[src/rtl/sfu_bank_if.sv]
// sfu_bank job/stream bundle: job control, input beats, output vector.
// master drives jobs and beats; slave is the sfu_bank side.
interface sfu_bank_if #(
    parameter int PSUM_BW = 16,
    parameter int COL     = 8,
    parameter int CNT_BW  = 8
);
    logic                   start;
    logic [CNT_BW-1:0]      acc_len;
    logic                   relu_en;
    logic                   in_valid;
    logic [COL*PSUM_BW-1:0] in;
    logic                   out_valid;
    logic                   out_ready;
    logic [COL*PSUM_BW-1:0] out;
    logic                   busy;

    modport master (
        output start, acc_len, relu_en, in_valid, in, out_ready,
        input  out_valid, out, busy
    );

    modport slave (
        input  start, acc_len, relu_en, in_valid, in, out_ready,
        output out_valid, out, busy
    );
endinterface

[src/rtl/sfu_bank.sv]
// Multi-column partial-sum accumulator with optional ReLU and valid/ready output.
// Define SFU_SAT_EN for saturating adds; default wraps modulo 2^PSUM_BW.
module sfu_bank #(
    parameter int PSUM_BW = 16,
    parameter int COL     = 8,
    parameter int CNT_BW  = 8
) (
    input logic       clk,
    input logic       reset,
    sfu_bank_if.slave bus
);
    typedef enum logic [1:0] {IDLE, ACC, RELU, OUT} state_t;

    state_t                        state_q, state_d;
    logic [CNT_BW-1:0]             len_q, cnt_q, cnt_nx;
    logic                          relu_q;
    logic [COL-1:0][PSUM_BW-1:0]   acc_q;
    logic                          clr, add, relu_do;

    function automatic logic [PSUM_BW-1:0] add_ch(
        input logic [PSUM_BW-1:0] a,
        input logic [PSUM_BW-1:0] b
    );
`ifdef SFU_SAT_EN
        logic [PSUM_BW:0] s;
        s = {a[PSUM_BW-1], a} + {b[PSUM_BW-1], b};
        if (s[PSUM_BW] != s[PSUM_BW-1])
            add_ch = s[PSUM_BW] ? {1'b1, {(PSUM_BW-1){1'b0}}}
                                : {1'b0, {(PSUM_BW-1){1'b1}}};
        else
            add_ch = s[PSUM_BW-1:0];
`else
        add_ch = a + b;
`endif
    endfunction

    assign cnt_nx = cnt_q + CNT_BW'(1);

    always_comb begin
        state_d = state_q;
        clr     = 1'b0;
        add     = 1'b0;
        relu_do = 1'b0;
        unique case (state_q)
            IDLE: if (bus.start) begin
                clr     = 1'b1;
                state_d = ACC;
            end
            ACC: begin
                if (len_q == '0) begin
                    state_d = RELU;
                end else if (bus.in_valid) begin
                    add = 1'b1;
                    if (cnt_nx == len_q) state_d = RELU;
                end
            end
            RELU: begin
                relu_do = relu_q;
                state_d = OUT;
            end
            OUT: if (bus.out_ready) state_d = IDLE;
        endcase
    end

    always_ff @(posedge clk) begin
        if (reset) begin
            state_q <= IDLE;
            len_q   <= '0;
            cnt_q   <= '0;
            relu_q  <= 1'b0;
            acc_q   <= '0;
        end else begin
            state_q <= state_d;
            if (clr) begin
                len_q  <= bus.acc_len;
                relu_q <= bus.relu_en;
                cnt_q  <= '0;
                acc_q  <= '0;
            end
            if (add) begin
                cnt_q <= cnt_nx;
                for (int c = 0; c < COL; c++)
                    acc_q[c] <= add_ch(acc_q[c], bus.in[c*PSUM_BW +: PSUM_BW]);
            end
            // rectify in place so out stays a plain view of the accumulators
            if (relu_do) begin
                for (int c = 0; c < COL; c++)
                    if (acc_q[c][PSUM_BW-1]) acc_q[c] <= '0;
            end
        end
    end

    assign bus.out_valid = (state_q == OUT);
    assign bus.busy      = (state_q != IDLE);
    assign bus.out       = acc_q;
endmodule

[src/flat_wrapper.sv]
// flat-port wrapper written by rule: the top's interface ports become plain ports
module sfu_bank_flat 
#(
    parameter int PSUM_BW = 16,
    parameter int COL     = 8,
    parameter int CNT_BW  = 8
)
  (clk, reset, bus_start, bus_acc_len, bus_relu_en, bus_in_valid, bus_in, bus_out_ready, bus_out_valid, bus_out, bus_busy);
  sfu_bank_if #(.PSUM_BW(PSUM_BW), .COL(COL), .CNT_BW(CNT_BW)) bus_i ();
  input logic clk;
  input logic reset;
  input wire logic [$bits(bus_i.start)-1:0] bus_start;
  input wire logic [$bits(bus_i.acc_len)-1:0] bus_acc_len;
  input wire logic [$bits(bus_i.relu_en)-1:0] bus_relu_en;
  input wire logic [$bits(bus_i.in_valid)-1:0] bus_in_valid;
  input wire logic [$bits(bus_i.in)-1:0] bus_in;
  input wire logic [$bits(bus_i.out_ready)-1:0] bus_out_ready;
  output wire logic [$bits(bus_i.out_valid)-1:0] bus_out_valid;
  output wire logic [$bits(bus_i.out)-1:0] bus_out;
  output wire logic [$bits(bus_i.busy)-1:0] bus_busy;
  assign bus_i.start = bus_start;
  assign bus_i.acc_len = bus_acc_len;
  assign bus_i.relu_en = bus_relu_en;
  assign bus_i.in_valid = bus_in_valid;
  assign bus_i.in = bus_in;
  assign bus_i.out_ready = bus_out_ready;
  assign bus_out_valid = bus_i.out_valid;
  assign bus_out = bus_i.out;
  assign bus_busy = bus_i.busy;
  sfu_bank #(.PSUM_BW(PSUM_BW), .COL(COL), .CNT_BW(CNT_BW)) u_core (.clk(clk), .reset(reset), .bus(bus_i));
endmodule
[config.mk]
export PLATFORM = sky130hd
export DESIGN_NAME = sfu_bank_flat
export DESIGN_NICKNAME = d
export VERILOG_FILES = /design/src/rtl/sfu_bank_if.sv /design/src/rtl/sfu_bank.sv /design/src/flat_wrapper.sv
export SDC_FILE = /design/constraint.sdc
export NUM_CORES = 1
export LEC_CHECK = 0
export CORE_MARGIN = 5
export CORE_UTILIZATION = 54
export DETAILED_ROUTE_END_ITERATION = 10
export PLACE_DENSITY = 0.87
export SYNTH_ARGS = -nofsm -noshare
export SYNTH_HDL_FRONTEND = slang
export SYNTH_SLANG_ARGS = --single-unit
[constraint.sdc]
create_clock -name clk -period 4.4 [get_ports clk]
set_clock_uncertainty 0.1 [all_clocks]
set_input_delay 0.66 -clock clk [delete_from_list [all_inputs] [get_ports clk]]
set_output_delay 0.66 -clock clk [all_outputs]
set_load 0.05 [all_outputs]
-- Word-level counts from Yosys, hierarchy flattened
Cells that the tools add are included.
- output and inout port bits: 130
- RAM bits: 0
- memories: 0
- bits in read-only memories: 0
- latch bits: 0
- register bits: 147
- logic and storage cells: 59
- bits of input ports: 142
- multipliers: 0
- add/subtract/negate cells: 9
- reductions and logical operators: 5
- shift-type cells: 0
- div/mod/pow operators: 0
- bitwise operators: 0
- order comparisons: 0
- equal/unequal tests: 8
- multiplexer cells: 25
- operators by type and width (cell ; number):
    2-to-1 mux 128 bit ; 3
    adder 16 bit ; 8
    2-to-1 mux 16 bit ; 8
    2-to-1 mux 8 bit ; 2
    2-to-1 mux 2 bit ; 5
    adder 8 x 1 -> 8 bit, second input constant ; 1
    == test 8 bit ; 1
    zero test 8 bit ; 1
    case mux 2 bit (4 select lines) ; 1
    2-to-1 mux 1 bit ; 6
    == test 2 bit, second input constant ; 2
    inequality test 2 bit, second input constant ; 2
    AND reduction 4 bit ; 1
    nonzero test 2 bit ; 2
    inequality test 3 x 1 -> 1 bit, second input constant ; 1
    inequality test 3 x 2 -> 1 bit, second input constant ; 1
    == test 2 x 1 -> 1 bit, second input constant ; 1
    zero test 2 bit ; 1

-- Logic depth before layout (Yosys ltp)
- depth after elaboration: 6
- mapped depth: 10
- depth with buffers taken out: 10

-- Least setup slack after synthesis
OpenSTA, ideal clock, no wires.
- kind: input to register
- start point: in bus_in[112]
- end point: reg u_core.acc_q (netlist bit u_core.bus.out[126])
- cell stages on the path: 10
- data arrival time: 2.577 ns
- slack: 1.595 ns
- data required time: 4.172 ns
- cells stage by stage: ha_1 fa_1 a21o_1 a21oi_1 o21bai_1 a311oi_1 o21ai_0 xor2_1 a22oi_1 nor2_1
- word-level cells in the longest chain between the ends: 4
- RTL lines (what ; line ; RTL):
    from (decl) ; flat_wrapper.sv:16 ; input wire logic [$bits(bus_i.in)-1:0] bus_in;
    adder 16 bit * ; sfu_bank.sv:33 ; add_ch = a + b;
    2-to-1 mux 128 bit * ; sfu_bank.sv:80 ; if (add) begin
    2-to-1 mux 16 bit ; sfu_bank.sv:88 ; if (acc_q[c][PSUM_BW-1]) acc_q[c] <= '0;
    2-to-1 mux 128 bit * ; sfu_bank.sv:86 ; if (relu_do) begin
    to (signal, indexed assignment) ; sfu_bank.sv:83 ; acc_q[c] <= add_ch(acc_q[c], bus.in[c*PSUM_BW +: PSUM_BW]);
    to (decl) ; sfu_bank.sv:17 ; logic [COL-1:0][PSUM_BW-1:0] acc_q;
Mark *: on every way between the ends. The rest lies on a longest branch, timed or not.
A chain may end at the register's enable or synchronous reset.

-- Worst setup path in the final report
- start point: in bus_in[0]
- end point: reg u_core.acc_q (netlist bit u_core.bus.out[12])
The elaborated chain is that of the path after synthesis.

==> metrics.txt <==
# TYPE chip_impl_metric gauge
chip_impl_metric{name="syn-instance-count",unit=""} 1362
chip_impl_info{name="cts-root-buf",value="sky130_fd_sc_hd__clkbuf_16"} 1
chip_impl_metric{name="post_synth_and_or_nand_nor_area_fraction",unit="%"} 19.32
chip_impl_metric{name="async_set_reset_flop_share_out_of_synthesis",unit="%"} 0
chip_impl_metric{name="chipHeight",unit="µm"} 151.0
chip_impl_metric{name="synth_enable_flop_cells",unit=""} 0
chip_impl_metric{name="syn_to_final_growth",unit="%"} 32.72
chip_impl_metric{name="fmaxAchievable",unit="MHz"} 323.1
chip_impl_metric{name="gp_congestion",unit=""} 0.9126
chip_impl_metric{name="layout.area.seq",unit="µm²"} 2943
chip_impl_info{name="yosys.cell_count.top_type",value="sky130_fd_sc_hd__a21oi_1"} 1
chip_impl_metric{name="fp.dieW",unit="µm"} 151.0
chip_impl_metric{name="drt-pass1-iter-count",unit=""} 7
chip_impl_info{name="rsz0062_at_grt",value="false"} 1
chip_impl_metric{name="number_of_antenna_violations_at_the_first_check_in_global_routing",unit=""} 0
chip_impl_metric{name="ff2ff_setup_slack",unit="ns"} 1.48
chip_impl_metric{name="fin_hold_ws",unit="ns"} 0.3564
chip_impl_metric{name="postSynthNetCount",unit=""} 1638
chip_impl_metric{name="clock_sink_count",unit=""} 147
chip_impl_metric{name="netSwitchingPower",unit="µW"} 2377
chip_impl_metric{name="grt_start_max_net_pins",unit=""} 123
chip_impl_info{name="end_of_the_worst_register_to_register_path",value="u_core.bus.out[13]$_SDFF_PP0_"} 1
chip_impl_metric{name="yosys.area.top_type_share",unit="%"} 27.40
chip_impl_metric{name="total_standard_cell_area_after_synthesis",unit="µm²"} 10740
chip_impl_metric{name="post-route-min-period",unit="ns"} 3.095
chip_impl_metric{name="distinct_cells_synth",unit=""} 60
chip_impl_metric{name="cp_data_arrival_time",unit="ns"} 3.35
chip_impl_metric{name="synthXorXnorAreaFrac",unit="%"} 8.235
chip_impl_metric{name="peakVddDrop",unit="mV"} 0.2877
chip_impl_info{name="hold_class",value="flop to flop"} 1
chip_impl_info{name="reg2reg_from",value="u_core.state_q[1]$_SDFFE_PP0P_"} 1
chip_impl_metric{name="filler_cell_count",unit=""} 1488
chip_impl_metric{name="detailed_place_hpwl",unit="mm"} 23.57
chip_impl_metric{name="synthMuxAreaShare",unit="%"} 0.3727
chip_impl_metric{name="postLayoutCoreUtil",unit="%"} 73.01
chip_impl_metric{name="initialDrtViolationCount",unit=""} 675
chip_impl_metric{name="synth_compound_area_share",unit="%"} 25.16
chip_impl_metric{name="power.share.sequential",unit="%"} 28.7
chip_impl_metric{name="whs_path_depth",unit=""} 2
chip_impl_metric{name="pwr_density_cell",unit="nW/µm²"} 399.4
chip_impl_metric{name="initial_core_util",unit="%"} 55.01
chip_impl_metric{name="antenna_left",unit=""} 0
chip_impl_metric{name="worst-endpoint-required",unit="ns"} 4.65
chip_impl_metric{name="cts_hold_buf",unit=""} 0
chip_impl_metric{name="swShare",unit="%"} 41.74
chip_impl_metric{name="cts-buffers-inserted",unit=""} 17
chip_impl_metric{name="post_detailed_routing_wire_length",unit="mm"} 31.97
chip_impl_metric{name="drt-wirelength-per-cell",unit="µm"} 17.00
chip_impl_metric{name="power.share.clock",unit="%"} 25.9
chip_impl_metric{name="globalRouteTotalUtil",unit="%"} 26.86
chip_impl_metric{name="postSynthAreaPerCell",unit="µm²"} 7.887
chip_impl_metric{name="synth-adder-area-share",unit="%"} 16.17
chip_impl_metric{name="period_share",unit="%"} 70.34
chip_impl_metric{name="grt_remaining_overflow",unit=""} 0
chip_impl_metric{name="cts_resized",unit=""} 0
chip_impl_metric{name="p_int",unit="µW"} 3318
chip_impl_info{name="whs_endpoint",value="u_core.relu_q$_SDFFE_PP0P_"} 1
chip_impl_metric{name="report.final.hold_viol_count",unit=""} 0
chip_impl_metric{name="n_antenna_cell",unit=""} 0
chip_impl_info{name="worst_setup_path_type",value="input pin to flop"} 1
chip_impl_metric{name="max_cap_violations",unit=""} 0
chip_impl_metric{name="setup-violations-final",unit=""} 0
chip_impl_metric{name="design.core.area",unit="µm²"} 19530
chip_impl_metric{name="num_rows",unit=""} 51
chip_impl_metric{name="via_count",unit=""} 11090
chip_impl_metric{name="first_global_vias",unit=""} 10720
chip_impl_metric{name="synth-seq-area-share",unit="%"} 27.40
chip_impl_metric{name="drt-vias-per-instance",unit=""} 5.900
chip_impl_metric{name="ctsHtreeMaxLevel",unit=""} 4
chip_impl_metric{name="die_area",unit="µm²"} 22810
chip_impl_info{name="crit_path_start_kind",value="input pin"} 1
chip_impl_info{name="synth.top_cells.by_area",value="sky130_fd_sc_hd__dfxtp_1 27%, sky130_fd_sc_hd__ha_1 15%, sky130_fd_sc_hd__a21oi_1 9.3%, sky130_fd_sc_hd__nand3_1 5.9%, sky130_fd_sc_hd__nand2_1 5.2%"} 1
chip_impl_metric{name="multi_input_area",unit="µm²"} 7457
chip_impl_metric{name="tightest_pin_transition",unit="ns"} 0.8552
chip_impl_metric{name="clk-insertion-delay-late",unit="ns"} 0.42
chip_impl_metric{name="post_cts.repair.setup_buffers",unit=""} 0
chip_impl_info{name="netlist_top_cells_count",value="199 x sky130_fd_sc_hd__a21oi_1, 148 x sky130_fd_sc_hd__nand2_1, 147 x sky130_fd_sc_hd__dfxtp_1"} 1
chip_impl_info{name="main_combinational_cell_family_by_area_after_synthesis",value="compound AO/OA/AOI/OAI gates"} 1
chip_impl_metric{name="drive_above_1_share",unit="%"} 3.839
chip_impl_metric{name="power",unit="µW"} 5694
chip_impl_metric{name="rr_worst_depth",unit=""} 7
chip_impl_info{name="worstSetupEndpointType",value="flop"} 1
chip_impl_metric{name="comb_power_share",unit="%"} 45.4
chip_impl_metric{name="relSlewSlack",unit="%"} 42.99
chip_impl_info{name="cts_tree",value="built"} 1
chip_impl_info{name="ys.flop_type",value="sky130_fd_sc_hd__dfxtp_1"} 1
chip_impl_metric{name="cts.clk_slew.worst_paths",unit="ns"} 0.07
chip_impl_info{name="yosys.area.top_type",value="sky130_fd_sc_hd__dfxtp_1"} 1
chip_impl_metric{name="first_pass_grt_wire_length",unit="mm"} 50.57
chip_impl_info{name="worstHoldStart",value="u_core.relu_q$_SDFFE_PP0P_"} 1
chip_impl_metric{name="drcViolationCount",unit=""} 0
chip_impl_info{name="run_status",value="finished clean"} 1
chip_impl_metric{name="setup_tns_after_final_layout",unit="ns"} 0
chip_impl_metric{name="io_buffer_count",unit=""} 271
chip_impl_metric{name="ys.warnings.count",unit=""} 0
chip_impl_metric{name="ioPinCount",unit=""} 272
chip_impl_metric{name="postSynthRegisterBits",unit=""} 147
chip_impl_metric{name="power.leakage",unit="µW"} 0.005844
chip_impl_metric{name="max-clock-path-buffers",unit=""} 2
chip_impl_metric{name="finalMaxSlewViolations",unit=""} 0
chip_impl_metric{name="critPathMaxFanout",unit=""} 3
chip_impl_metric{name="fin_nets",unit=""} 1878
-- cells by family (layout without fill, tap and decap cells) --
| kind of cell | count (synthesis) | in the layout |
|---|---|---|
| AND/OR/NAND/NOR | 447 | 447 |
| XOR/XNOR | 101 | 101 |
| adder cells (fa/ha/maj) | 134 | 134 |
| AO/OA/AOI/OAI | 439 | 439 |
| multiplexers | 4 | 4 |
| flip-flops | 147 | 147 |
| buffers and inverters | 90 | 343 |
-- cell usage in the layout, fill, tap and decap left out, types with 4 or more instances in the layout --
| cell type | n |
|---|---|
| sky130_fd_sc_hd__xnor2_1 | 60 |
| sky130_fd_sc_hd__nand3_1 | 126 |
| sky130_fd_sc_hd__buf_4 | 4 |
| sky130_fd_sc_hd__ha_1 | 126 |
| sky130_fd_sc_hd__o21a_1 | 13 |
| sky130_fd_sc_hd__a211oi_2 | 6 |
| sky130_fd_sc_hd__xor2_1 | 41 |
| sky130_fd_sc_hd__clkdlybuf4s50_1 | 271 |
| sky130_fd_sc_hd__dfxtp_1 | 147 |
| sky130_fd_sc_hd__nand4_1 | 14 |
| sky130_fd_sc_hd__o21ai_1 | 9 |
| sky130_fd_sc_hd__a311oi_1 | 4 |
| sky130_fd_sc_hd__o21bai_1 | 21 |
| sky130_fd_sc_hd__a21oi_1 | 199 |
| sky130_fd_sc_hd__clkinvlp_4 | 4 |
| sky130_fd_sc_hd__mux2i_1 | 4 |
| sky130_fd_sc_hd__and3_1 | 13 |
| sky130_fd_sc_hd__nor2_1 | 78 |
| sky130_fd_sc_hd__inv_1 | 33 |
| sky130_fd_sc_hd__a22oi_1 | 4 |
| sky130_fd_sc_hd__o21ai_0 | 52 |
| sky130_fd_sc_hd__a31oi_1 | 27 |
| sky130_fd_sc_hd__nand2_1 | 146 |
| sky130_fd_sc_hd__or3_1 | 9 |
| sky130_fd_sc_hd__a21o_1 | 49 |
| sky130_fd_sc_hd__clkbuf_16 | 17 |
| sky130_fd_sc_hd__a211oi_1 | 13 |
| sky130_fd_sc_hd__nand2b_1 | 5 |
| sky130_fd_sc_hd__fa_1 | 8 |
| sky130_fd_sc_hd__o31ai_1 | 8 |
| sky130_fd_sc_hd__and2_1 | 5 |
| sky130_fd_sc_hd__nor2b_1 | 9 |
| sky130_fd_sc_hd__nor3_1 | 22 |
| sky130_fd_sc_hd__nand3b_1 | 5 |
-- flip-flops by register name (all words and copies together) (netlist names) --
| name | flops |
|---|---|
| u_core.relu_q | 1 |
| u_core.cnt_q | 8 |
| u_core.len_q | 8 |
| u_core.bus.out | 128 |
| u_core.state_q | 2 |
-- cell type report --
| class | count | area share, % |
|---|---|---|
| tap | 265 | 2.326 |
| sequential | 147 | 20.64 |
| clock inverter | 12 | 0.9215 |
| timing repair buffer | 278 | 19.66 |
| multi-input combinational | 1125 | 52.31 |
| clock buffer | 20 | 3.274 |
| inverter | 33 | 0.8689 |
-- worst max-delay path, cell delays in order --
cell	delay (ns)
sky130_fd_sc_hd__clkdlybuf4s50_1	0.46
sky130_fd_sc_hd__ha_1	0.24
sky130_fd_sc_hd__fa_1	0.40
sky130_fd_sc_hd__a21o_1	0.18
sky130_fd_sc_hd__a21oi_1	0.24
sky130_fd_sc_hd__o21bai_1	0.13
sky130_fd_sc_hd__a211oi_1	0.49
sky130_fd_sc_hd__a21oi_1	0.16
sky130_fd_sc_hd__xor2_1	0.17
sky130_fd_sc_hd__nand2_1	0.07
sky130_fd_sc_hd__a21oi_1	0.14
-- power by group through the flow --
stage / Sequential, µW / Combinational [µW] / Clock, µW
6_report: 1630 / 2580 / 1480
5_1_grt: 1660 / 2790 / 1550
4_1_cts: 1630 / 2570 / 1500
3_5_place_dp: 1660 / 2560 / 0
3_3_place_gp: 1650 / 2500 / 0
2_1_floorplan: 2080 / 1350 / 0
-- layer usage --
metal  wire length (µm)  part of all wire [%]  track usage (%)  up-vias
li1                   -                     -                -     5440
met5                  0                     0                0        -
met2              15390                    48            46.26      412
met4                945                   3.0            9.565        0
met3               2511                   7.9            6.673       64
met1              13120                    41            32.55     5176
-- stage by stage --
| stage | setup slack, ns | instances | cell area (µm²) |
|---|---|---|---|
| after floorplan | 1.595 | 1362 | 10740 |
| after global placement | 1.009 | 1848 | 13660 |
| after detailed placement | 0.9472 | 1848 | 13660 |
| after CTS | 1.343 | 1880 | 14260 |
| after global routing | 1.146 | 1880 | 14260 |
| final | 1.305 | 1880 | 14260 |
-- worst max path at each step --
stage                            from                             end  slack, ns  depth (start not counted)
final                       bus_in[0]   u_core.bus.out[12]$_SDFF_PP0_       1.31                         11
after global routing        bus_in[0]   u_core.bus.out[12]$_SDFF_PP0_       1.15                         11
after CTS                   bus_in[0]   u_core.bus.out[12]$_SDFF_PP0_       1.34                         11
after detailed placement   bus_in[80]   u_core.bus.out[94]$_SDFF_PP0_       0.95                         11
after global placement      bus_in[0]   u_core.bus.out[12]$_SDFF_PP0_       1.01                         11
after floorplan           bus_in[112]  u_core.bus.out[126]$_SDFF_PP0_       1.60                         10
Power figures use the tool's default switching activity.
